**config.mk**
```make
export PLATFORM = sky130hd
export DESIGN_NAME = bidn_round_ctrl
export DESIGN_NICKNAME = d
export VERILOG_FILES = /design/src/rtl/bidn_round_ctrl.sv
export SDC_FILE = /design/constraint.sdc
export NUM_CORES = 1
export LEC_CHECK = 0
export CORE_MARGIN = 3
export CORE_UTILIZATION = 59
export CTS_CLUSTER_SIZE = 28
export DETAILED_ROUTE_END_ITERATION = 7
export PLACE_DENSITY = 0.83
export SETUP_SLACK_MARGIN = 0.2
export SLEW_MARGIN = 25
export SYNTH_ARGS = -nofsm -noshare
export SYNTH_HDL_FRONTEND = slang
export SYNTH_SLANG_ARGS = --single-unit
```
**constraint.sdc**
```tcl
create_clock -name clk -period 13.3 [get_ports clk]
set_input_delay 2.66 -clock clk [delete_from_list [all_inputs] [get_ports clk]]
set_output_delay 2.66 -clock clk [all_outputs]
set_load 0.01 [all_outputs]
```
**src/rtl/bidn_round_ctrl.sv**
```systemverilog
// bidn_round_ctrl -- N-bidder auction round controller.
//
// The host configures balances, round length, bidder mask and per-bid fee
// through C_op/C_data while the controller is unlocked. It then locks the
// controller with a key and starts timed bidding rounds with C_start.
// Each bidding cycle resolves any number of same-cycle bids and retracts.
// At the end of the round a one-cycle settle charges the winner its bid.
//
// Ports:
//   clk, reset_n        clock (rising edge), asynchronous active-low reset
//   C_data, C_op        command operand / opcode, sampled every cycle
//   C_start             round start request, honoured only in LOCKED_IDLE
//   bid_valid/bid_amt   per-bidder bid strobe and flattened amounts (slice i)
//   bid_retract         per-bidder retract strobe
//   bid_ack/bid_nak     per-bidder accept / reject, one cycle after the bid
//   balance             flattened current balances
//   ready               high while locked and idle
//   round_over          one-cycle pulse during settle
//   win_valid, win_idx  winner of the last round, held until the next start
//   max_bid             running maximum during a round, final value after it
//   err                 registered command error code, valid for one cycle
module bidn_round_ctrl #(
  parameter int NUM_BIDDERS = 3,
  parameter int DATA_W      = 32,
  parameter int VALUE_W     = 16,
  parameter int TIMER_W     = 16
) (
  input  logic                             clk,
  input  logic                             reset_n,
  input  logic [DATA_W-1:0]                C_data,
  input  logic [3:0]                       C_op,
  input  logic                             C_start,
  input  logic [NUM_BIDDERS-1:0]           bid_valid,
  input  logic [NUM_BIDDERS*VALUE_W-1:0]   bid_amt,
  input  logic [NUM_BIDDERS-1:0]           bid_retract,
  output logic [NUM_BIDDERS-1:0]           bid_ack,
  output logic [NUM_BIDDERS-1:0]           bid_nak,
  output logic [NUM_BIDDERS*VALUE_W-1:0]   balance,
  output logic                             ready,
  output logic                             round_over,
  output logic                             win_valid,
  output logic [$clog2(NUM_BIDDERS)-1:0]   win_idx,
  output logic [VALUE_W-1:0]               max_bid,
  output logic [2:0]                       err
);
  localparam int IDX_W = $clog2(NUM_BIDDERS);
  localparam int SEL_W = DATA_W - VALUE_W;

  typedef enum logic [1:0] {
    S_UNLOCKED, S_LOCKED_IDLE, S_BIDDING, S_SETTLE
  } state_t;

  state_t                 state_reg, state_next;
  logic [DATA_W-1:0]      key_reg, key_next;
  logic [TIMER_W-1:0]     timer_cfg_reg, timer_cfg_next;
  logic [TIMER_W-1:0]     cnt_reg, cnt_next;
  logic [VALUE_W-1:0]     fee_reg, fee_next;
  logic [NUM_BIDDERS-1:0] mask_reg, mask_next;
  logic [VALUE_W-1:0]     bal_reg [NUM_BIDDERS];
  logic [VALUE_W-1:0]     bal_next [NUM_BIDDERS];
  logic                   lead_valid_reg, lead_valid_next;
  logic [IDX_W-1:0]       lead_idx_reg, lead_idx_next;
  logic [VALUE_W-1:0]     max_bid_reg, max_bid_next;
  logic                   win_valid_reg, win_valid_next;
  logic [IDX_W-1:0]       win_idx_reg, win_idx_next;
  logic [2:0]             err_reg, err_next;
  logic [NUM_BIDDERS-1:0] ack_reg, ack_next;
  logic [NUM_BIDDERS-1:0] nak_reg, nak_next;

  logic [VALUE_W-1:0]     amt [NUM_BIDDERS];
  logic [NUM_BIDDERS-1:0] elig;
  logic                   best_found;
  logic [IDX_W-1:0]       best_idx;
  logic [VALUE_W-1:0]     best_amt;
  logic [SEL_W-1:0]       set_sel;

  assign set_sel = C_data[DATA_W-1:VALUE_W];

  // Funds check is done one bit wider so amt + fee can never wrap.
  for (genvar gi = 0; gi < NUM_BIDDERS; gi++) begin : g_bidder
    assign amt[gi]  = bid_amt[gi*VALUE_W +: VALUE_W];
    assign elig[gi] = bid_valid[gi] && mask_reg[gi] && (amt[gi] > max_bid_reg) &&
                      ({1'b0, bal_reg[gi]} >= ({1'b0, amt[gi]} + {1'b0, fee_reg}));
    assign balance[gi*VALUE_W +: VALUE_W] = bal_reg[gi];
  end

  // Cycle winner: strict '>' while scanning upward keeps the lowest index on ties.
  always_comb begin
    best_found = 1'b0;
    best_idx   = '0;
    best_amt   = '0;
    for (int i = 0; i < NUM_BIDDERS; i++) begin
      if (elig[i] && (!best_found || amt[i] > best_amt)) begin
        best_found = 1'b1;
        best_idx   = IDX_W'(i);
        best_amt   = amt[i];
      end
    end
  end

  always_comb begin
    state_next      = state_reg;
    key_next        = key_reg;
    timer_cfg_next  = timer_cfg_reg;
    cnt_next        = cnt_reg;
    fee_next        = fee_reg;
    mask_next       = mask_reg;
    bal_next        = bal_reg;
    lead_valid_next = lead_valid_reg;
    lead_idx_next   = lead_idx_reg;
    max_bid_next    = max_bid_reg;
    win_valid_next  = win_valid_reg;
    win_idx_next    = win_idx_reg;
    err_next        = 3'd0;
    ack_next        = '0;
    nak_next        = '0;

    // Command port. Configuration opcodes only take effect while unlocked;
    // during a round every command is inert apart from its error code.
    case (C_op)
      4'd0: ;
      4'd1: begin
        if (state_reg == S_BIDDING || state_reg == S_SETTLE) err_next = 3'd1;
        else if (C_data == key_reg) state_next = S_UNLOCKED;
        else err_next = 3'd3;
      end
      4'd2: begin
        if (state_reg != S_UNLOCKED) err_next = 3'd1;
        else begin
          key_next   = C_data;
          state_next = S_LOCKED_IDLE;
        end
      end
      4'd3: begin
        if (state_reg != S_UNLOCKED) err_next = 3'd1;
        else if (set_sel >= SEL_W'(NUM_BIDDERS)) err_next = 3'd4;
        else bal_next[set_sel[IDX_W-1:0]] = C_data[VALUE_W-1:0];
      end
      4'd4: begin
        if (state_reg != S_UNLOCKED) err_next = 3'd1;
        else timer_cfg_next = C_data[TIMER_W-1:0];
      end
      4'd5: begin
        if (state_reg != S_UNLOCKED) err_next = 3'd1;
        else mask_next = C_data[NUM_BIDDERS-1:0];
      end
      4'd6: begin
        if (state_reg != S_UNLOCKED) err_next = 3'd1;
        else fee_next = C_data[VALUE_W-1:0];
      end
      default: err_next = 3'd2;
    endcase

    if (state_reg == S_LOCKED_IDLE && C_start) begin
      if (timer_cfg_reg == '0) err_next = 3'd5;
      else begin
        state_next      = S_BIDDING;
        cnt_next        = timer_cfg_reg;
        max_bid_next    = '0;
        lead_valid_next = 1'b0;
        lead_idx_next   = '0;
        win_valid_next  = 1'b0;
        win_idx_next    = '0;
      end
    end

    if (state_reg == S_BIDDING) begin
      // Retracts first; a same-cycle winning bid then overrides the cleared
      // leader, since all bids were judged against the pre-retract max_bid.
      for (int i = 0; i < NUM_BIDDERS; i++) begin
        if (bid_valid[i] && !elig[i]) nak_next[i] = 1'b1;
        if (bid_retract[i]) begin
          if (lead_valid_reg && lead_idx_reg == IDX_W'(i) && !bid_valid[i]) begin
            max_bid_next    = '0;
            lead_valid_next = 1'b0;
          end else begin
            nak_next[i] = 1'b1;
          end
        end
        if (elig[i]) begin
          if (best_idx == IDX_W'(i)) ack_next[i] = 1'b1;
          else nak_next[i] = 1'b1;
        end
      end
      if (best_found) begin
        bal_next[best_idx] = bal_reg[best_idx] - fee_reg;
        max_bid_next       = best_amt;
        lead_valid_next    = 1'b1;
        lead_idx_next      = best_idx;
      end
      cnt_next = cnt_reg - TIMER_W'(1);
      if (cnt_reg <= TIMER_W'(1)) state_next = S_SETTLE;
    end

    if (state_reg == S_SETTLE) begin
      state_next = S_LOCKED_IDLE;
      if (lead_valid_reg) begin
        bal_next[lead_idx_reg] = bal_reg[lead_idx_reg] - max_bid_reg;
        win_valid_next         = 1'b1;
        win_idx_next           = lead_idx_reg;
      end
    end
  end

  always_ff @(posedge clk or negedge reset_n) begin
    if (!reset_n) begin
      state_reg      <= S_UNLOCKED;
      key_reg        <= '0;
      timer_cfg_reg  <= '0;
      cnt_reg        <= '0;
      fee_reg        <= '0;
      mask_reg       <= '1;
      bal_reg        <= '{default: '0};
      lead_valid_reg <= 1'b0;
      lead_idx_reg   <= '0;
      max_bid_reg    <= '0;
      win_valid_reg  <= 1'b0;
      win_idx_reg    <= '0;
      err_reg        <= 3'd0;
      ack_reg        <= '0;
      nak_reg        <= '0;
    end else begin
      state_reg      <= state_next;
      key_reg        <= key_next;
      timer_cfg_reg  <= timer_cfg_next;
      cnt_reg        <= cnt_next;
      fee_reg        <= fee_next;
      mask_reg       <= mask_next;
      bal_reg        <= bal_next;
      lead_valid_reg <= lead_valid_next;
      lead_idx_reg   <= lead_idx_next;
      max_bid_reg    <= max_bid_next;
      win_valid_reg  <= win_valid_next;
      win_idx_reg    <= win_idx_next;
      err_reg        <= err_next;
      ack_reg        <= ack_next;
      nak_reg        <= nak_next;
    end
  end

  assign bid_ack    = ack_reg;
  assign bid_nak    = nak_reg;
  assign ready      = (state_reg == S_LOCKED_IDLE);
  assign round_over = (state_reg == S_SETTLE);
  assign win_valid  = win_valid_reg;
  assign win_idx    = win_idx_reg;
  assign max_bid    = max_bid_reg;
  assign err        = err_reg;

endmodule

```
==> flow_metrics.py <==
metrics = {
    "status": {
        "status": "finished clean",
    },
    "clock_network": {
        "path_clk_slew_ps": 80,
        "cts_sinks": 164,
        "cts_tree": "done",
        "cts_buffers": 17,
        "clk_latency_ps": 460,
        "clock-root-buffer": "clkbuf_16",
        "cts_buffer_depth": 2,
        "h-tree-depth": 4,
    },
    "synth": {
        "async_flop_share": 1.00,
        "synth_edf_count": 0,
        "synth_area_leader_cell": "dfrtp_1",
        "post-synth-top-count-cell": "ha_1",
        "synthTopCellsByArea": "dfrtp_1 (26%), ha_1 (17%), mux2_2 (7.8%)",
        "synthesis.area_sq_um": 15500,
        "synth_common_cells": "ha_1 (208), nand2_1 (164), dfrtp_1 (161), nor2_1 (118), a21oi_1 (111)",
        "ys_seq_area_frac": 0.264,
        "ys.warnings.count": 0,
        "ys_types": 79,
        "synth_fp_nets": 2057,
        "syn_inst": 1751,
        "ys_ff_latch": 164,
        "synth.avg_cell_area_sq_um": 8.88,
        "synth_top_area_frac": 0.259,
        "synth_ff_type": "dfrtp_1",
    },
    "cells_and_area": {
        "nets": 2204,
        "largest_register_ffs": 48,
        "area_growth_pct": 17.7,
        "nFillCells": 1973,
        "drive_gt1_frac": 0.108,
        "n_antenna_cell": 0,
    },
    "global_route": {
        "grt_pass1_wl_um": 81100,
        "grt_usage": 0.368,
        "grt_pass1_vias": 14199,
        "grt_max_degree": 95,
        "antenna_found_initial": 0,
        "grt-ovfl-total": 0,
    },
    "floorplanning": {
        "rows": 58,
        "dieArea_sq_um": 28300,
        "coreArea_sq_um": 25500,
        "die_x_um": 168,
        "ios": 171,
        "start_util": 0.609,
        "die_h_um": 168,
    },
    "worst_setup_path": {
        "path_common_cell": "a21oi_1",
        "cp_max_fo": 34,
        "end_kind": "register",
        "crit_path_start_kind": "input pin",
        "cp_slowest_cell": "clkdlybuf4s50_1",
        "cp.arrival_ps": 12770,
        "worst_path_largest_cell_delay_ps": 520,
        "cp.required_ps": 13680,
        "criticalPathCategory": "input pin to register",
    },
    "sta": {
        "grt_setup_unrepaired": "no",
        "layout_setup_ws_ps": 903,
        "finalHoldViolations": 0,
        "relSlewSlack": 0.289,
        "fin_crit_ps": 12400,
        "setup_tns_ps": 0,
        "fmax_mhz": 80.7,
        "fin_skew_ps": 19.5,
        "setup_viol": 0,
        "period_share": 0.932,
        "tightest_slew_ps": 1060,
        "maxSlewViolCount": 0,
    },
    "route": {
        "drt_first_pass_iters": 6,
        "via_count": 14850,
        "ant_nets": 0,
        "vias_per_cell": 6.63,
        "routedWlPerCell_um": 23.8,
        "wl_um": 53300,
        "drtIter0Drc": 1588,
        "drcViolationCount": 0,
    },
    "placement": {
        "io_buffers": 170,
        "place_ws_ps": 177,
        "place_hpwl_um": 41500,
        "gp_congestion": 1.01,
    },
    "power": {
        "cellPowerDensity_nw_per_um2": 243,
        "power_leakage_uw": 0.00777,
        "peakVddDrop_v": 0.000141,
    },
    "min_path": {
        "hold_class": "register to register",
    },
    "job": {
        "maxCapViolations": 0,
    },
}
final timing paths:
check                      slack (ps)  cells past startpoint          end   startpoint
max                               900                     50  balance[31]   bid_amt[2]
min                               510                      1  cnt_reg[14]  cnt_reg[14]
max reg2reg                      2880                     50  balance[31]   fee_reg[1]
min reg2reg                       510                      1  cnt_reg[14]  cnt_reg[14]
max in group asynchronous        9530                      2   balance[0]      reset_n
min in group asynchronous        2300                      1  max_bid[13]      reset_n
layout by cell type, fill, tap and decap left out, types with 6 or more instances in the layout:
master | netlist | final
nor3_1 | 27 | 25
nand3_1 | 40 | 40
o31ai_1 | 7 | 6
mux2_2 | 108 | 108
nand4_1 | 24 | 24
ha_1 | 208 | 208
and4_1 | 6 | 6
clkdlybuf4s50_1 | 0 | 168
o22ai_1 | 14 | 14
a32o_1 | 15 | 15
a2111oi_0 | 8 | 7
a211oi_1 | 17 | 16
or3_1 | 11 | 11
o211ai_1 | 21 | 21
a21oi_1 | 111 | 110
inv_1 | 86 | 86
xnor2_1 | 33 | 33
or2_2 | 6 | 6
clkbuf_16 | 0 | 17
nand2b_1 | 10 | 10
nor2b_1 | 19 | 18
buf_4 | 2 | 21
nor2_1 | 118 | 118
dfrtp_1 | 161 | 160
nand2_1 | 164 | 164
a31oi_1 | 21 | 21
mux2i_1 | 84 | 84
o21ai_0 | 107 | 105
a21o_1 | 40 | 40
o21ai_1 | 15 | 16
o21bai_1 | 11 | 11
o21a_1 | 13 | 13
xor2_1 | 63 | 63
and2_1 | 6 | 6
and3_1 | 11 | 11
nor4_1 | 22 | 22
cell families after synthesis:
logic type	after synthesis	synth area share
and+or+nand+nor	474	0.143
AOI/OAI and AO/OA	456	0.192
adders and majority gates	213	0.174
muxes	194	0.134
DFF	164	0.264
buffers and inverters	154	0.0397
xor gates and xnor gates	96	0.0541
where the power goes:
part	internal (uW)	total, uW	switching, uW	leakage (uW)
Combinational	1260	2900	1640	0.00554
Clock	275	543	267	0.000300
Sequential	690	1000	310	0.00193
Total	2230	4440	2210	0.00777
area by class of cell:
type / count / area [sq um] / area share
tap: 330 / 413 / 0.0226
clock inverter: 15 / 208 / 0.0114
inverter: 88 / 330 / 0.0181
timing repair buffer: 194 / 1910 / 0.105
multi-input combinational: 1433 / 10900 / 0.596
clock buffer: 17 / 425 / 0.0233
sequential: 164 / 4110 / 0.225
metal layers:
layer / track usage / wire (um) / vias to the layer above
met5: 0 / 0 / -
met4: 0.143 / 2150 / 0
met3: 0.0653 / 4950 / 125
met2: 0.554 / 23300 / 772
met1: 0.528 / 22900 / 7201
li1: - / - / 6752
worst max-delay path: cells and delay by family:
kind | cells | cell delay [ps]
simple gates | 9 | 1410
compound gates | 30 | 5720
xor+xnor | 1 | 100
fa+ha+maj | 5 | 1550
buf+inv | 5 | 1290
timing repair:
item                                   CTS  global route
hold buffers                             0             0
setup endpoints to repair                0            21
gates resized for setup                  0             9
endpoints found under the hold margin    0             0
setup buffers                            0             3
metrics by stage:
step / instance area [sq um] / utilization / power [uW] / instances / hold slack, ps
finish: 18300 / 0.716 / 4440 / 2241 / 511
global route: 18300 / 0.716 / 4760 / 2241 / 534
CTS: 18200 / 0.714 / 4360 / 2238 / 506
detailed placement: 17600 / 0.689 / 3780 / 2206 / 484
global placement: 17600 / 0.688 / 3690 / 2205 / 468
floorplan: 15500 / - / 2880 / 1751 / 459
Note: power is estimated with default switching activity, not from simulation.
==> patch, RTL diff (same settings) <==
Reset style: synchronous (`reset_n`), changed in one clocked block. Comments in the files are not updated.
--- a/src/rtl/bidn_round_ctrl.sv
+++ b/src/rtl/bidn_round_ctrl.sv
@@ -202,7 +202,7 @@
     end
   end
 
-  always_ff @(posedge clk or negedge reset_n) begin
+  always_ff @(posedge clk) begin
     if (!reset_n) begin
       state_reg      <= S_UNLOCKED;
       key_reg        <= '0;
Formal check against the unedited RTL: differs if reset_n is asserted again (counterexample within 4 cycles, from zero or initial values and one cycle with reset_n low); with reset_n held inactive, the same outputs for 4 cycles.
==> patch against the original RTL <==
- area after synthesis increased by 0.72%
- sequential share of layout area decreased by 4.6 points
- largest cell class unchanged
- core utilization decreased by 0.91 points
- register-to-register slack got worse by 0.62 ns
- routed wire length increased by 7.7%
- hold slack got worse by 0.042 ns
- cell count increased by 7.9%
- setup slack got worse by 0.42 ns
- first-iteration DRC count increased by 42%
- global-route usage increased by 1.6 points
- cell area increased by 0.71%
- sequential cell count unchanged
Power is left out: it rests on default switching activity, and per cell area and clock period it moved more than threefold.
==> patch: results (changes against the original RTL) <==
| Metric | Value |
|---|---|
| Worst slew pin tran | 1.046 ns (was 1.063 ns) |
| WHS Endpoint | max_bid[14] (was cnt_reg[14]) |
| WL/cell | 23.75 µm (was 23.81 µm) |
| Hold path cells | 2 (was 1) |
| Number of global-route vias before repair | 15,341 (was 14,199) |
| CTS buffer count | 17 (unchanged) |
| Ys flop type | dfxtp_1 (was dfrtp_1) |
| Outcome | finished, final reports clean (unchanged) |
| Clock Pin Slew Worst Setup and Hold Paths | 0.08 ns (about the same) |
| Via count | 16,201 (was 14,850) |
| Dominant cell type by area after synthesis | dfxtp_1 (was dfrtp_1) |
| Worst Skew | 0.01933 ns (was 0.01950 ns) |
| RR Endpoint | balance[15] (was balance[31]) |
| RD Place Congestion | 1.039 (was 1.010) |
| Crit path max fanout | 7 (was 34) |
| # fillers | 2,024 (was 1,973) |
| Antenna diode instance count | 0 (unchanged) |
| CTS root buffer | clkbuf_16 (unchanged) |
| HPWL after DPL | 43.47 mm (was 41.52 mm) |
| Bufs on Longest Clock Path | 2 (unchanged) |
| Port Buffers | 170 (unchanged) |
| Syn_nets | 2,233 (was 2,057) |
| Worst path slowest cell | a2111oi_4 (was clkdlybuf4s50_1) |
| Share of layout cells above drive strength 1 | 7.438% (was 10.83%) |
| FF-to-FF path depth | 49 (was 50) |
| Max FFs per register | 48 (unchanged) |
| Dpl ws | -0.2869 ns (was 0.1766 ns) |
| R2r setup slk | 2.26 ns (was 2.88 ns) |
| CP arrival | 13.09 ns (was 12.77 ns) |
| First-pass GRT wire length | 85.49 mm (was 81.13 mm) |
| Launch point of the worst reg-to-reg path | fee_reg[1] (unchanged) |
| Worst-skew pair later-pin latency | 0.45 ns |
| Most area-consuming cells after synthesis | dfxtp_1 (21%), ha_1 (17%), mux2i_1 (6.6%), nand2_1 (6.4%), xnor2_1 (3.7%) (was dfrtp_1 (26%), ha_1 (17%), mux2_2 (7.8%), mux2i_1 (5.4%), nand2_1 (4.0%)) |
| Slowest stage delay, CP | 0.55 ns (was 0.52 ns) |
| Synth cell count leaders | nand2_1 (265), ha_1 (208), dfxtp_1 (164) (was ha_1 (208), nand2_1 (164), dfrtp_1 (161)) |
| Initial DRC count | 2,259 (was 1,588) |
| Tot GR Track Use | 38.36% (was 36.80%) |
| Hold Startpoint | max_bid[14] (was cnt_reg[14]) |
| Sequential share of the synthesized area | 20.96% (was 26.42%) |
| Largest net degree at the start of global routing | 115 (was 95) |
| Layout Nets | 2,377 (was 2,204) |
| Drt pass-1 iters | 7 (was 6) |
| Synth warn | 0 (unchanged) |
| Distinct cell type count after synthesis | 87 (was 79) |
| H-Tree Depth | 4 (unchanged) |
| CP delay by family, top | compound AO/OA/AOI/OAI gates (unchanged) |
| Hold WC Path Type | register to register (unchanged) |
| Post-synth ARST share | 0% (was 100.0%) |
| Initial antenna violation count | 0 (unchanged) |
## patch: cell types whose count changed after synthesis, sizes merged, moves of 20 or more
| cell | change |
|---|---|
| a21boi | +86 |
| dfrtp | -161 |
| dfxtp | +164 |
| mux2 | -72 |
| mux2i | +21 |
| nand2 | +101 |
| nor2 | -20 |
| nor2b | +43 |
| o211ai | +31 |
| o21ai | -57 |
| xnor2 | +33 |
| xor2 | -37 |
## patch: stage by stage
stage / hold slack (ns) / utilization (%) / std cells / area (µm²)
finish: 0.4698 / 70.71 / 2419 / 18430
global route: 0.4859 / 70.71 / 2419 / 18430
CTS: 0.4688 / 69.99 / 2407 / 18240
detailed placement: 0.4580 / 67.53 / 2375 / 17600
global placement: 0.4520 / 67.52 / 2375 / 17600
floorplan: 0.4404 / - / 1927 / 15660
## patch: worst max-delay path by stage
| stage | start | endpoint | slack [ns] | cells after the start |
|---|---|---|---|---|
| 2_1_floorplan | bid_amt[0] | balance[47] | 0.85 | 52 |
| 3_3_place_gp | bid_amt[0] | balance[46] | 0.19 | 50 |
| 3_5_place_dp | bid_amt[1] | balance[14] | -0.29 | 51 |
| 4_1_cts | bid_amt[1] | balance[47] | 0.21 | 51 |
| 5_1_grt | bid_amt[3] | balance[47] | 0.14 | 49 |
| 6_report | bid_amt[3] | balance[15] | 0.48 | 49 |
## patch: cell type report
class	instances	area [µm²]	area share, %
Multi-Input combinational cell	1588	11720	63.62
Sequential cell	164	3284	17.82
Timing Repair Buffer	211	2026	10.99
Clock buffer	17	425.4	2.309
Tap cell	335	419.2	2.275
Inverter	89	334.1	1.813
Clock inverter	15	215.2	1.168
## patch: worst min-delay path: stages, from the launching register on
cell and delay (ns):
dfxtp_1 0.32, nand2_1 0.05, a21boi_1 0.05
## patch: timing repair
action	CTS	global route
pin swaps	0	9
gates resized for setup	1	27
cloned	0	1
endpoints found under the setup margin	3	30
buffers inserted	0	11
## patch: cells by family after synthesis
logic type / share of synthesized area (%)
AND/OR/NAND/NOR: 19.91
AO/OA/AOI/OAI: 22.15
adder cells (fa/ha/maj): 17.26
buffers and inverters: 4.770
flip-flops: 20.96
multiplexers: 9.811
XOR/XNOR: 5.145
## patch: layer usage
metal | track usage [%] | vias up | wire (µm)
met4 | 20.92 | 0 | 3874
met2 | 58.98 | 1109 | 24400
met1 | 50.81 | 7545 | 22440
li1 | - | 7303 | -
met3 | 7.263 | 244 | 6740
met5 | 0 | - | 0
